**src/rtl/mem_arbiter.sv**
```systemverilog
// Two-requester arbiter onto a byte-wide RAM port. Fetch and MEM-stage
// accesses are serialised into byte cycles, and read bytes are reassembled.
module mem_arbiter #(
  parameter int RAM_ADDR_W = 17
) (
  input  logic                  clk,
  input  logic                  rst,
  input  logic                  if_req,
  input  logic [31:0]           if_addr,
  output logic [31:0]           if_rdata,
  output logic                  if_done,
  input  logic                  mem_re,
  input  logic                  mem_we,
  input  logic [3:0]            mem_mask,
  input  logic [31:0]           mem_addr,
  input  logic [31:0]           mem_wdata,
  output logic [31:0]           mem_rdata,
  output logic                  mem_done,
  output logic [RAM_ADDR_W-1:0] ram_addr,
  output logic                  ram_wr,
  output logic [7:0]            ram_dout,
  input  logic [7:0]            ram_din,
  output logic                  stall_req_if,
  output logic                  stall_req_mem
);

  typedef enum logic [2:0] {
    S_IDLE, S_IF_RD, S_MEM_RD, S_MEM_WR, S_DONE
  } state_t;

  state_t      r_state, w_state_nxt;
  logic [2:0]  r_k, w_k_nxt;
  logic        r_own_mem, w_own_nxt;
  logic [31:0] r_buf, r_if_rdata, r_mem_rdata;
  logic [31:0] w_merge, w_base;
  logic [2:0]  w_mem_n, w_len;
  logic        w_xfer, w_active;
  logic        w_unused;

  // Unrecognised masks fall back to a full word.
  always_comb begin
    w_mem_n = 3'd4;
    case (mem_mask)
      4'b0001: w_mem_n = 3'd1;
      4'b0011: w_mem_n = 3'd2;
      default: w_mem_n = 3'd4;
    endcase
  end

  assign w_len    = r_own_mem ? w_mem_n : 3'd4;
  assign w_base   = r_own_mem ? mem_addr : if_addr;
  assign w_xfer   = (r_state == S_IF_RD) || (r_state == S_MEM_RD) || (r_state == S_MEM_WR);
  assign w_active = w_xfer && (r_k < w_len);
  assign w_unused = ^w_base[31:RAM_ADDR_W];

  // Read byte k-1 arrives on ram_din while the counter reads k.
  for (genvar j = 0; j < 4; j++) begin : g_lane
    assign w_merge[8*j +: 8] = (r_k == 3'(j + 1)) ? ram_din : r_buf[8*j +: 8];
  end

  always_comb begin
    w_state_nxt = r_state;
    w_k_nxt     = r_k;
    w_own_nxt   = r_own_mem;
    case (r_state)
      S_IDLE: begin
        w_k_nxt = 3'd0;
        if (mem_re || mem_we) begin
          w_own_nxt   = 1'b1;
          w_state_nxt = mem_we ? S_MEM_WR : S_MEM_RD;
        end else if (if_req) begin
          w_own_nxt   = 1'b0;
          w_state_nxt = S_IF_RD;
        end
      end
      S_IF_RD, S_MEM_RD: begin
        if (r_k == w_len) begin
          w_state_nxt = S_DONE;
          w_k_nxt     = 3'd0;
        end else begin
          w_k_nxt = r_k + 3'd1;
        end
      end
      S_MEM_WR: begin
        if (r_k == w_len - 3'd1) begin
          w_state_nxt = S_DONE;
          w_k_nxt     = 3'd0;
        end else begin
          w_k_nxt = r_k + 3'd1;
        end
      end
      S_DONE:  w_state_nxt = S_IDLE;
      default: w_state_nxt = S_IDLE;
    endcase
  end

  always_ff @(posedge clk or negedge rst) begin
    if (!rst) begin
      r_state   <= S_IDLE;
      r_k       <= 3'd0;
      r_own_mem <= 1'b0;
    end else begin
      r_state   <= w_state_nxt;
      r_k       <= w_k_nxt;
      r_own_mem <= w_own_nxt;
    end
  end

  always_ff @(posedge clk or negedge rst) begin
    if (!rst) begin
      r_buf       <= '0;
      r_if_rdata  <= '0;
      r_mem_rdata <= '0;
    end else begin
      if (r_state == S_IDLE) begin
        r_buf <= '0;
      end else if ((r_state == S_IF_RD) || (r_state == S_MEM_RD)) begin
        r_buf <= w_merge;
        if (r_k == w_len) begin
          if (r_own_mem) r_mem_rdata <= w_merge;
          else           r_if_rdata  <= w_merge;
        end
      end
    end
  end

  assign if_rdata      = r_if_rdata;
  assign mem_rdata     = r_mem_rdata;
  assign if_done       = (r_state == S_DONE) && !r_own_mem;
  assign mem_done      = (r_state == S_DONE) && r_own_mem;
  assign ram_addr      = w_active ? (w_base[RAM_ADDR_W-1:0] + RAM_ADDR_W'(r_k)) : '0;
  assign ram_wr        = (r_state == S_MEM_WR);
  assign ram_dout      = ram_wr ? mem_wdata[8*r_k[1:0] +: 8] : 8'h00;
  // Stalls are forced low while reset is held, even if a request is pending.
  assign stall_req_if  = rst && if_req && !if_done;
  assign stall_req_mem = rst && (mem_re || mem_we) && !mem_done;

endmodule
```
**config.mk**
```make
export PLATFORM = sky130hd
export DESIGN_NAME = mem_arbiter
export DESIGN_NICKNAME = d
export VERILOG_FILES = /design/src/rtl/mem_arbiter.sv
export SDC_FILE = /design/constraint.sdc
export NUM_CORES = 1
export LEC_CHECK = 0
export CAP_MARGIN = 20
export CORE_MARGIN = 3
export CORE_UTILIZATION = 41
export DETAILED_ROUTE_END_ITERATION = 7
export GPL_ROUTABILITY_DRIVEN = 1
export HOLD_SLACK_MARGIN = 0.06
export PLACE_DENSITY = 0.78
export SYNTH_ARGS = -nofsm -noshare
export SYNTH_HDL_FRONTEND = slang
export SYNTH_SLANG_ARGS = --single-unit
```
**constraint.sdc**
```tcl
create_clock -name clk -period 3.2 [get_ports clk]
set_input_delay 0.64 -clock clk [delete_from_list [all_inputs] [get_ports clk]]
set_output_delay 0.64 -clock clk [all_outputs]
set_load 0.01 [all_outputs]
```
==> metrics.cfg <==
[status]
status=complete, but fails checks
failed_checks=negative setup slack

[sta]
holdWs_ns=0.169
setup_viol=5
finalSetupTns_ns=-0.221
rsz0062_at_grt=yes
timing.fmax_mhz=305
drv_slew=0
relSlewSlack=0.562
hold_viol_final=0
period_share=1.02
layout_setup_ws_ns=-0.0760
fin_crit_ns=3.28
tightestPinTransition_ns=0.655
finClkSkew_ns=0.00768

[place]
port_buffers=176
dp.cells=897
dp_hpwl_um=12100
globalplace.congestion=0.831
placed_area_um2=7690
pre_cts_ws_ns=-0.806

[power]
p_leak_nw=3.81
power_density_nw_per_um2=930
power.total_mw=7.72
ir_drop_mv=0.606

[synthesis]
synthArstFlopShare=1.00
syn_inst=542
synth_area_um2=5530
synth_top_flop_cell=dfrtp_1
ys_ff_latch=103
synth_cell_types=57
synth.net_count=668
yosysSeqAreaShare=0.466
syn_avg_cell_area_um2=10.2
synth_warnings=0
synth_edf_count=0

[finish]
diodes=0
layout.cells.non_filler=924
seqCellArea_um2=2580
fin_area_um2=8300
mostFrequentLayoutCell=clkdlybuf4s50_1
utilization=0.642
multiInputGateArea_um2=2970
mostFrequentLayoutCells=149 x clkdlybuf4s50_1, 102 x dfrtp_1, 91 x nor2_1
final_nets=873
nFillCells=985
synthToLayoutAreaGrowth_pct=50.0
drive_gt1_frac=0.198

[global_routing]
grt_max_degree=85
grt_pass1_wl_um=26900
grt-ovfl-total=0
antenna_found_initial=0
grt_pass1_vias=5226
grtUsageTotal=0.226

[critical_path]
cp.arrival_ns=2.64
critical_path_class=reg -> out
critPathRequiredTime_ns=2.56
critPathCaptureType=primary output
critPathLaunchType=flip-flop
crit_fanout=5
r2r_slack_ns=0.58

[cts]
cts-root-buf=clkbuf_16
cts-htree-levels=3
clockBufferDepth=2
insertion_delay_ns=0.34
cts_tree=built
cts.sinks=103
cts_buffers=9
cts_hold_buf=0
cts.clk_slew.worst_paths_ns=0.08

[floorplanning]
die_h_um=122
row_count=41
die_w_um=122
start_util=0.428
fp.dieArea_um2=14900
coreArea_um2=12900
ios=207

[route]
wire_per_inst_um=18.5
ant_nets=0
num_vias=5144
wl_um=17100
drc=0
drtIter0Drc=357
dr.pass1.iters=5
avgViaCountPerCell=5.57

[run]
cap_violations=0

[min_path]
hold_path_class=in -> async

[worst paths after layout]
kind / end / start / depth (start not counted)
min reg2reg: r_buf[6]$_DFFE_PN0P_ / r_buf[6]$_DFFE_PN0P_ / 1
max reg2reg: mem_rdata[20]$_DFFE_PN0P_ / r_own_mem$_DFFE_PN0P_ / 10
max in group asynchronous: mem_rdata[3]$_DFFE_PN0P_ / rst / 3
min: if_rdata[14]$_DFFE_PN0P_ / rst / 1
min in group clk: r_buf[6]$_DFFE_PN0P_ / r_buf[6]$_DFFE_PN0P_ / 1
max: ram_addr[16] / r_own_mem$_DFFE_PN0P_ / 10
[per-layer routing]
layer  global-route usage  up-vias  wire (µm)  share of wire
li1                     -     2359          -              -
met1                0.279     2510       6790           0.40
met5                    0        -          0              0
met4               0.0749        0        427          0.025
met2                0.399      236       8700           0.51
met3               0.0418       39       1180          0.069
[worst max-delay path, stage by stage (launching register included)]
cell and delay [ns]:
dfrtp_2 0.45, mux2_4 0.23, ha_4 0.14, inv_2 0.04, fa_2 0.36, nor2b_4 0.15
o221ai_4 0.14, buf_6 0.16, nor4_4 0.17, mux2i_1 0.26, buf_2 0.17
[area by class of cell]
| class | count | area share |
|---|---|---|
| Clock buffer | 10 | 0.0288 |
| Multi-Input combinational cell | 389 | 0.357 |
| Tap cell | 172 | 0.0259 |
| Timing Repair Buffer | 232 | 0.260 |
| Sequential cell | 103 | 0.311 |
| Inverter | 12 | 0.00543 |
| Clock inverter | 6 | 0.0121 |
[what timing repair did]
action                                 CTS  global route
setup buffers                            9             0
endpoints found under the hold margin    0             0
pin swaps                               17             9
resized for setup                      107            19
gates cloned                             1             0
setup endpoints to repair               17            16
[sequential cells by signal, indices dropped and copies added (netlist names)]
name,cells
r_state,3
r_buf,32
r_k,3
if_rdata,32
r_own_mem,1
mem_rdata,32
[Yosys cell counts, types with 2 or more instances]
| cell type | count | area, µm² |
|---|---|---|
| inv_1 | 12 | 45.0 |
| nand3b_1 | 5 | 37.5 |
| mux2_4 | 2 | 30.0 |
| nand3_1 | 5 | 25.0 |
| nor3b_1 | 3 | 22.5 |
| o31ai_1 | 2 | 15.0 |
| buf_2 | 20 | 100 |
| nand2_1 | 7 | 26.3 |
| mux2_2 | 7 | 78.8 |
| o22a_1 | 8 | 70.1 |
| a21oi_1 | 79 | 395 |
| nor3_1 | 9 | 45.0 |
| a22o_1 | 26 | 228 |
| and3_1 | 3 | 18.8 |
| o21ai_1 | 2 | 10.0 |
| nor2_1 | 91 | 342 |
| xnor2_1 | 4 | 35.0 |
| o21bai_1 | 3 | 22.5 |
| dfrtp_1 | 103 | 2580 |
| o31a_1 | 3 | 26.3 |
| nand2b_1 | 5 | 31.3 |
| ha_1 | 12 | 150 |
| o21ai_0 | 11 | 55.1 |
| clkbuf_1 | 16 | 60.1 |
| xor2_1 | 3 | 26.3 |
| a21o_1 | 4 | 30.0 |
| nor2b_1 | 11 | 68.8 |
| nor4_1 | 5 | 31.3 |
| mux4_2 | 8 | 180 |
| mux2i_1 | 44 | 440 |
| and3b_1 | 2 | 17.5 |
| or4_1 | 2 | 15.0 |
[cells by family (layout without fill, tap and decap cells)]
kind of cell	count (synthesis)	in the layout	share of synthesized area
simple gates	161	162	0.148
fa+ha+maj	13	13	0.0308
mux	61	61	0.132
compound gates	146	146	0.172
buf+inv	51	260	0.0412
flops	103	103	0.466
xor+xnor	7	7	0.0111
[where the power goes]
group / internal, mW / switching (mW)
clock network: 0.722 / 0.504
logic: 2.15 / 2.10
registers: 1.87 / 0.362
total: 4.75 / 2.97
Power figures use the tool's default switching activity.
